===== src/rtl/add_mul_result_collector.sv =====
`default_nettype none
// ============================================================================
// Module   : add_mul_result_collector
// Brief    : Frame statistics (sum/max/min/count) over the add/mul datapath
//            result stream, presented on a registered output handshake.
// Revision : 1.0 - initial release
// ============================================================================
module add_mul_result_collector #(
    parameter int FRAME_LEN = 8,
    parameter int ACC_W     = 16
) (
    input  logic             clk,
    input  logic             rst_n,
    input  logic             in_valid,
    output logic             in_ready,
    input  logic [7:0]       in_result,
    input  logic             flush,
    output logic             out_valid,
    input  logic             out_ready,
    output logic [ACC_W-1:0] out_sum,
    output logic [7:0]       out_max,
    output logic [7:0]       out_min,
    output logic [7:0]       out_count,
    output logic             out_sat
);

    localparam logic [7:0]       c_frame_len = 8'(FRAME_LEN);
    localparam logic [ACC_W-1:0] c_sum_max   = {ACC_W{1'b1}};

    typedef enum logic [0:0] {
        ST_ACCUM = 1'b0,
        ST_HOLD  = 1'b1
    } state_t;

    state_t           r_state;
    logic             r_in_ready;
    logic             r_out_valid;
    logic [ACC_W-1:0] r_sum;
    logic [7:0]       r_max;
    logic [7:0]       r_min;
    logic [7:0]       r_count;
    logic             r_sat;
    logic             r_first;
    logic [ACC_W-1:0] r_out_sum;
    logic [7:0]       r_out_max;
    logic [7:0]       r_out_min;
    logic [7:0]       r_out_count;
    logic             r_out_sat;

    logic             w_accept;
    logic [ACC_W:0]   w_sum_ext;
    logic [ACC_W-1:0] w_sum_post;
    logic [7:0]       w_max_post;
    logic [7:0]       w_min_post;
    logic [7:0]       w_cnt_post;
    logic             w_sat_post;
    logic             w_close;

    assign w_accept  = in_valid && r_in_ready;
    // One extra bit catches the carry-out that triggers saturation.
    assign w_sum_ext = {1'b0, r_sum} + {{(ACC_W + 1 - 8){1'b0}}, in_result};

    always_comb begin
        w_sum_post = r_sum;
        w_max_post = r_max;
        w_min_post = r_min;
        w_cnt_post = r_count;
        w_sat_post = r_sat;
        if (w_accept) begin
            w_cnt_post = r_count + 8'd1;
            if (w_sum_ext[ACC_W]) begin
                w_sum_post = c_sum_max;
                w_sat_post = 1'b1;
            end else begin
                w_sum_post = w_sum_ext[ACC_W-1:0];
            end
            if (r_first || (in_result > r_max)) w_max_post = in_result;
            if (r_first || (in_result < r_min)) w_min_post = in_result;
        end
    end

    assign w_close = (r_state == ST_ACCUM) &&
                     ((w_accept && (w_cnt_post == c_frame_len)) ||
                      (flush && (w_cnt_post != 8'd0)));

    always_ff @(posedge clk or negedge rst_n) begin
        if (!rst_n) begin
            r_state     <= ST_ACCUM;
            r_in_ready  <= 1'b1;
            r_out_valid <= 1'b0;
            r_sum       <= '0;
            r_max       <= '0;
            r_min       <= '0;
            r_count     <= '0;
            r_sat       <= 1'b0;
            r_first     <= 1'b1;
            r_out_sum   <= '0;
            r_out_max   <= '0;
            r_out_min   <= '0;
            r_out_count <= '0;
            r_out_sat   <= 1'b0;
        end else begin
            case (r_state)
                ST_ACCUM: begin
                    if (w_close) begin
                        r_out_sum   <= w_sum_post;
                        r_out_max   <= w_max_post;
                        r_out_min   <= w_min_post;
                        r_out_count <= w_cnt_post;
                        r_out_sat   <= w_sat_post;
                        r_state     <= ST_HOLD;
                        r_in_ready  <= 1'b0;
                        r_out_valid <= 1'b1;
                        r_sum       <= '0;
                        r_max       <= '0;
                        r_min       <= '0;
                        r_count     <= '0;
                        r_sat       <= 1'b0;
                        r_first     <= 1'b1;
                    end else if (w_accept) begin
                        r_sum   <= w_sum_post;
                        r_max   <= w_max_post;
                        r_min   <= w_min_post;
                        r_count <= w_cnt_post;
                        r_sat   <= w_sat_post;
                        r_first <= 1'b0;
                    end
                end
                ST_HOLD: begin
                    // Returning to ACCUM costs one bubble before in_ready rises.
                    if (out_ready) begin
                        r_state     <= ST_ACCUM;
                        r_in_ready  <= 1'b1;
                        r_out_valid <= 1'b0;
                    end
                end
                default: begin
                    r_state     <= ST_ACCUM;
                    r_in_ready  <= 1'b1;
                    r_out_valid <= 1'b0;
                end
            endcase
        end
    end

    assign in_ready  = r_in_ready;
    assign out_valid = r_out_valid;
    assign out_sum   = r_out_sum;
    assign out_max   = r_out_max;
    assign out_min   = r_out_min;
    assign out_count = r_out_count;
    assign out_sat   = r_out_sat;

endmodule
`default_nettype wire

===== config.mk =====
export PLATFORM = sky130hd
export DESIGN_NAME = add_mul_result_collector
export DESIGN_NICKNAME = d
export VERILOG_FILES = /design/src/rtl/add_mul_result_collector.sv
export SDC_FILE = /design/constraint.sdc
export NUM_CORES = 1
export LEC_CHECK = 0
export ABC_CLOCK_PERIOD_IN_PS = 2470
export CORE_MARGIN = 2
export CORE_UTILIZATION = 40
export DETAILED_ROUTE_END_ITERATION = 8
export SLEW_MARGIN = 20
export SYNTH_ARGS = -nofsm -noshare
export SYNTH_HDL_FRONTEND = slang
export SYNTH_SLANG_ARGS = --single-unit

===== constraint.sdc =====
create_clock -name clk -period 2.47 [get_ports clk]
set_clock_uncertainty 0.15 [all_clocks]
set_input_delay 0.741 -clock clk [delete_from_list [all_inputs] [get_ports clk]]
set_output_delay 0.741 -clock clk [all_outputs]
set_load 0.01 [all_outputs]

==> out/results.ini, run 1 <==
[status]
status = finished, violations left
violations = setup timing

[placement]
port_buffers = 55
gp_congestion = 0.8703
dp.cells = 780
dp.final_hpwl_um = 9411

[sta]
worst_pin_slew_ns = 0.5322
rsz0062_at_grt = yes
period_share_pct = 103.3
final_hold_viol_count = 0
setup_viol = 31
max-slew-margin-rel_pct = 64.25
period_needed_ns = 2.551
fin_ws_ns = -0.08096
finalMaxSlewViolations = 0
timing.fmax_ghz = 0.3920

[layout]
final_nets = 701
layout.cells.non_filler = 815
final_common_cell = dfrtp_1
final_cell_mix = 83 x dfrtp_1, 78 x buf_4, 60 x nand2_1
area_delta_synth_final_pct = 49.15
fin_util_pct = 60.50
antenna_cells = 0
drive_gt1_share_pct = 35.03

[floorplanning]
die_w_um = 113.9
die_area_um2 = 12980
start_util_pct = 40.57
core_um2 = 11910
rows = 40
ios = 56
die_h_um = 113.9

[pwr]
power.share.switching_pct = 36.80
p_int_mw = 3.996
peakVddDrop_mv = 0.5128
switchingPower_mw = 2.327
power_frac_comb_pct = 48.6
seq_power_share_pct = 31.3
p_leak_nw = 3.227
power.density_nw_per_um2 = 877.2
total_power_mw = 6.322
clkPwrFrac_pct = 20.1

[grt]
grt_pass1_vias = 4425
antenna_found_initial = 0
grt_pass1_wl_um = 21990
grt_overflow_total = 0
track_usage_pct = 21.74
grt_start_max_net_pins = 34

[drt]
drc = 0
drtIter0Drc = 198
ant_nets = 0
routed_wl_um = 13980
firstDrtPassIters = 4
vias = 4371
post_drt_wl_per_cell_um = 17.15
viasPerCell = 5.363

[worst_hold_path]
min_path_type = in2async

[clock_network]
cts.sinks = 86
clk_latency_ns = 0.35
root_buffer = clkbuf_16
postCtsHoldBufs = 0
htreeDepth = 3
cts_made_buffers = 9
cts_tree = built
clk_pin_slew_worst_paths_ns = 0.06
clock_path_buffers = 2

[worst_setup_path]
timing.reg2reg.setup_slack_ns = -0.08
reg2reg_from = r_count[0]
worstPathRequired_ns = 2.55
arrival_ns = 2.63
start_kind = register
worst_path_max_delay_cell = dfrtp_2
crit_path_max_fanout = 8
r2r_end = r_min[6]
endpoint_kind = register
crit_type = reg2reg
rr_worst_depth = 9
crit_family = compound AO/OA/AOI/OAI gates
crit_path_cell_trace = ha_4 -> and4b_1 -> a21oi_2 -> nor3_2 -> or2_4 -> buf_6 -> a211o_4 -> o21a_4 -> a22o_1
cp.buffers_inverters = 1
max_stage_delay_ns = 0.43

[logic_synthesis]
syn_area_um2 = 4832
yosysSeqAreaShare_pct = 44.59
postSynthAreaPerCell_um2 = 9.365
ys.flop_type = dfrtp_1
synth-edff-count = 0
netlist_instances = 516
synth_fp_nets = 554
ys_ff_latch = 86
ys_types = 59
synthArstFlopShare_pct = 100.0
yosys_warnings = 0

[run]
cap_violations = 0

[power by group through the flow]
stage | combinational (mW) | sequential [mW] | clock [mW]
3_3_place_gp | 2.52 | 1.96 | 0
4_1_cts | 2.77 | 1.96 | 1.30
6_report | 3.07 | 1.98 | 1.27
2_1_floorplan | 1.37 | 2.02 | 0
5_1_grt | 3.32 | 2.01 | 1.36
3_5_place_dp | 2.55 | 1.98 | 0
[stage by stage]
step / instance area (um^2) / setup WS (ns) / hold WS [ns] / TNS, ns
after floorplan: 5006 / -0.1210 / 0.2954 / -2.149
after global placement: 6276 / -0.8795 / 0.3149 / -66.43
after detailed placement: 6276 / -0.9770 / 0.3251 / -72.14
after CTS: 6873 / -0.08002 / 0.2026 / -0.7433
after global routing: 7207 / -0.1481 / 0.2329 / -5.074
final: 7207 / -0.08096 / 0.1967 / -1.165
[worst max path at each step]
| stage | endpoint | from | slack (ns) | cells past startpoint |
|---|---|---|---|---|
| 6_report | r_min[6] | r_count[0] | -0.08 | 9 |
| 5_1_grt | r_sum[11] | in_ready | -0.15 | 9 |
| 4_1_cts | r_min[1] | r_count[0] | -0.08 | 9 |
| 3_5_place_dp | r_min[1] | in_valid | -0.98 | 9 |
| 3_3_place_gp | r_min[6] | in_valid | -0.88 | 9 |
| 2_1_floorplan | r_sum[2] | in_result[0] | -0.12 | 8 |
[cell families after synthesis]
group | Yosys count | share of synthesized area [%]
adders and majority gates | 25 | 6.629
muxes | 23 | 5.230
DFF | 86 | 44.59
xor gates and xnor gates | 15 | 2.719
buffers and inverters | 46 | 5.023
AOI/OAI and AO/OA | 161 | 20.79
and+or+nand+nor | 160 | 15.02
[final cells by class]
class	count	area, um^2
Fill cell	1021	4705
Multi-Input combinational cell	385	2997
Sequential cell	86	2156
Timing Repair Buffer	161	1526
Clock buffer	12	246.5
Tap cell	147	183.9
Inverter	20	75.07
Clock inverter	4	22.52
[synthesized netlist by cell type, types with 3 or more instances]
library cell  number  area (um^2)
o31ai_1            4        30.03
inv_1             19        71.32
nand3b_1           3        22.52
ha_1              24        300.3
buf_4              8        60.06
xnor2_1            7        61.31
nand2_1           80        300.3
mux2i_1           20        200.2
a22o_1            17        148.9
nand2b_1           5        31.28
nand4_1            8        50.05
nor2_1            36        135.1
a31oi_1            6        37.54
a21o_1            10        75.07
a211oi_1           4        30.03
a211o_1            3        26.28
nor3_1             7        35.03
o22ai_1            4        25.02
clkbuf_1           9        33.78
buf_6              5        56.30
nand3_1            5        25.02
dfrtp_1           84         2102
a21oi_1           31        155.2
o21ai_1           51        255.2
xor2_1             8        70.07
o21ai_0           14        70.07
or3_1              3        18.77
[state kept, by name (all words and copies together), names as in the netlist]
| name | count |
|---|---|
| r_max | 8 |
| out_max | 8 |
| out_min | 8 |
| r_first | 1 |
| r_count | 8 |
| out_valid | 1 |
| r_sat | 1 |
| out_sum | 16 |
| r_sum | 16 |
| r_min | 8 |
| r_state | 1 |
| in_ready | 1 |
| out_count | 8 |
| out_sat | 1 |
[what timing repair did]
item | CTS | global route
cloned | 0 | 4
gates resized for setup | 78 | 71
buffers inserted | 14 | 2
pin swaps | 28 | 24
setup endpoints to repair | 87 | 84
[metal layers]
| metal | global-route usage (%) | routed length (um) | up-vias |
|---|---|---|---|
| met4 | 9.268 | 264 | 0 |
| met2 | 36.25 | 6969 | 75 |
| met5 | 0 | 0 | - |
| met3 | 3.188 | 330 | 19 |
| li1 | - | - | 2139 |
| met1 | 28.36 | 6412 | 2138 |
No activity file was read; power rests on OpenSTA's default activity.
==> run 2, diff against run 1 <==
--- a/config.mk
+++ b/config.mk
@@ -5,10 +5,11 @@
 export SDC_FILE = /design/constraint.sdc
 export NUM_CORES = 1
 export LEC_CHECK = 0
-export ABC_CLOCK_PERIOD_IN_PS = 2470
+export ABC_CLOCK_PERIOD_IN_PS = 3100
 export CORE_MARGIN = 2
 export CORE_UTILIZATION = 40
 export DETAILED_ROUTE_END_ITERATION = 8
+export GPL_ROUTABILITY_DRIVEN = 1
 export SLEW_MARGIN = 20
 export SYNTH_ARGS = -nofsm -noshare
 export SYNTH_HDL_FRONTEND = slang
==> constraint.sdc (replaced) <==
create_clock -name clk -period 3.1 [get_ports clk]
set_clock_uncertainty 0.15 [all_clocks]
set_input_delay 0.93 -clock clk [delete_from_list [all_inputs] [get_ports clk]]
set_output_delay 0.93 -clock clk [all_outputs]
set_load 0.01 [all_outputs]
==> run 2 against run 1 <==
The run now ends clean. Combinational power decreased by 41%. Via count decreased by 7.1%. Final cell count decreased by 5.5%. Routed wire length decreased by 16%. Clock power decreased by 14%. Critical endpoint is now r_max[4]. Highest routed layer unchanged.
==> out/results.ini, run 2 (synthesis gave the netlist of run 1 again) <==
[sta]
timing.fmax_ghz = 0.3386
setup_viol = 0  ; was 31
finalMaxSlewViolations = 0  ; unchanged
final_hold_viol_count = 0  ; unchanged
rsz0062_at_grt = no  ; was yes
worst_pin_slew_ns = 0.6041  ; was 0.5322 ns
period_needed_ns = 2.953
period_share_pct = 95.26
fin_setup_tns_ns = 0  ; was -1.165 ns
fin_ws_ns = 0.1471  ; was -0.08096 ns
max-slew-margin-rel_pct = 59.73  ; was 64.25%

[placement]
gp_congestion = 0.8473  ; was 0.8703
port_buffers = 55  ; unchanged
dp.final_hpwl_um = 8632  ; was 9411 um
post-place-ws_ns = -0.5996  ; was -0.9770 ns
dpl_cell_area_um2 = 5937  ; was 6276 um^2

[worst_hold_path]
min_from = out_min[7]
min_path_type = reg2reg  ; was in2async

[floorplanning]
rows = 40  ; unchanged
die_h_um = 113.9  ; unchanged
die_area_um2 = 12980  ; unchanged
ios = 56  ; unchanged
start_util_pct = 40.57  ; unchanged
core_um2 = 11910  ; unchanged
die_w_um = 113.9  ; unchanged

[grt]
grt_start_max_net_pins = 46  ; was 34
antenna_found_initial = 0  ; unchanged
track_usage_pct = 19.14  ; was 21.74%
grt_pass1_vias = 4031  ; was 4425
grt_pass1_wl_um = 19590  ; was 21990 um
grt_overflow_total = 0  ; unchanged

[clock_network]
cts_setup_buffers = 0  ; was 14
clock_path_buffers = 2  ; unchanged
postCtsHoldBufs = 0  ; unchanged
clk_latency_ns = 0.35  ; about the same
cts.sinks = 86  ; unchanged
clk_pin_slew_worst_paths_ns = 0.06  ; about the same
cts_tree = built  ; unchanged
cts_made_buffers = 9  ; unchanged
root_buffer = clkbuf_16  ; unchanged
htreeDepth = 3  ; unchanged

[run]
cap_violations = 0  ; unchanged

[pwr]
total_power_mw = 4.487  ; was 6.322 mW
power.density_nw_per_um2 = 713.5  ; was 877.2 nW/um^2
p_leak_nw = 2.864  ; was 3.227 nW
peakVddDrop_mv = 0.3111  ; was 0.5128 mV

[layout]
final_common_cell = dfrtp_1  ; unchanged
fin_area_um2 = 6289  ; was 7207 um^2
antenna_cells = 0  ; unchanged
drive_gt1_share_pct = 16.21  ; was 35.03%
final_cell_mix = 84 x dfrtp_1, 80 x nand2_1, 55 x buf_4  ; was 83 x dfrtp_1, 78 x buf_4, 60 x nand2_1
area_delta_synth_final_pct = 30.14  ; was 49.15%
fillCellCount = 1107  ; was 1021
final_nets = 656  ; was 701

[status]
status = complete, no violations  ; was finished, violations left

[drt]
firstDrtPassIters = 4  ; unchanged
viasPerCell = 5.274  ; was 5.363
drtIter0Drc = 226  ; was 198
post_drt_wl_per_cell_um = 15.21  ; was 17.15 um
ant_nets = 0  ; unchanged
vias = 4061  ; was 4371
routed_wl_um = 11710  ; was 13980 um
drc = 0  ; unchanged

[worst_setup_path]
reg2reg_from = r_count[0]  ; unchanged
crit_type = in2reg  ; was reg2reg
start_kind = input port  ; was register
worstPathRequired_ns = 3.24  ; was 2.55 ns
arrival_ns = 3.09  ; was 2.63 ns
crit_start = in_result[3]  ; was r_count[0]
crit_path_max_fanout = 8  ; unchanged
endpoint_kind = register  ; unchanged

[run 2: changes by cell type in the layout (fill, tap and decap cells not counted), sizes merged]
cell	before	now
a211o	5	4
buf	109	63
clkbuf	18	16
clkdlybuf4s15	1	0
clkdlybuf4s50	44	48
clkinv	4	1
clkinvlp	1	0
dlygate4sd2	1	3
dlymetal6s2s	0	3
[run 2: report_power, final]
group	switching (mW)	internal (mW)	total (mW)
sequential	0.205	1.37	1.58
combinational	0.906	0.918	1.82
clock	0.432	0.654	1.09
[run 2: critical path, stage by stage]
cell and delay, ns:
clkdlybuf4s50_1 0.49, buf_4 0.21, ha_1 0.33, a21oi_1 0.17
a21oi_1 0.09, o21ai_1 0.18, buf_4 0.15, a21oi_1 0.06
a31oi_2 0.19, buf_6 0.17, a22o_1 0.13
[run 2: worst paths after layout]
kind	to	slack [ns]	depth (start not counted)
max in group asynchronous	in_ready	1.65	2
max reg2reg	r_count[6]	0.42	8
max	r_max[4]	0.15	11
min reg2reg	out_min[7]	0.33	2
min	out_min[7]	0.33	2
min in group asynchronous	out_max[6]	0.43	1
[run 2: layer usage]
| metal | vias up | global-route usage [%] | wire, um |
|---|---|---|---|
| met1 | 1924 | 25.87 | 5634 |
| met3 | 16 | 3.294 | 446 |
| met5 | - | 0 | 0 |
| met4 | 0 | 8.374 | 223 |
| met2 | 84 | 30.38 | 5406 |
| li1 | 2037 | - | - |
[run 2: cell type report]
type                       count  area [um^2]  share of cell area (%)
multi-input combinational    384         2474                   39.34
clock buffer                  16        301.5                   4.795
sequential                    86         2155                   34.26
inverter                      20        75.07                   1.194
timing repair buffer         117         1100                   17.49
tap                          147        183.9                   2.925
[run 2: through the flow]
| stage | util, % | instances | hold slack (ns) |
|---|---|---|---|
| finish | 52.79 | 770 | 0.3296 |
| global route | 52.79 | 770 | 0.3595 |
| CTS | 52.54 | 770 | 0.3378 |
| detailed placement | 49.84 | 754 | 0.3245 |
| global placement | 49.84 | 754 | 0.3165 |
| floorplan | - | 516 | 0.3112 |
[run 2: repair_timing]
item | CTS | global route
gates resized for setup | 10 | 9
pin swaps | 1 | 3
endpoints found under the setup margin | 53 | 52
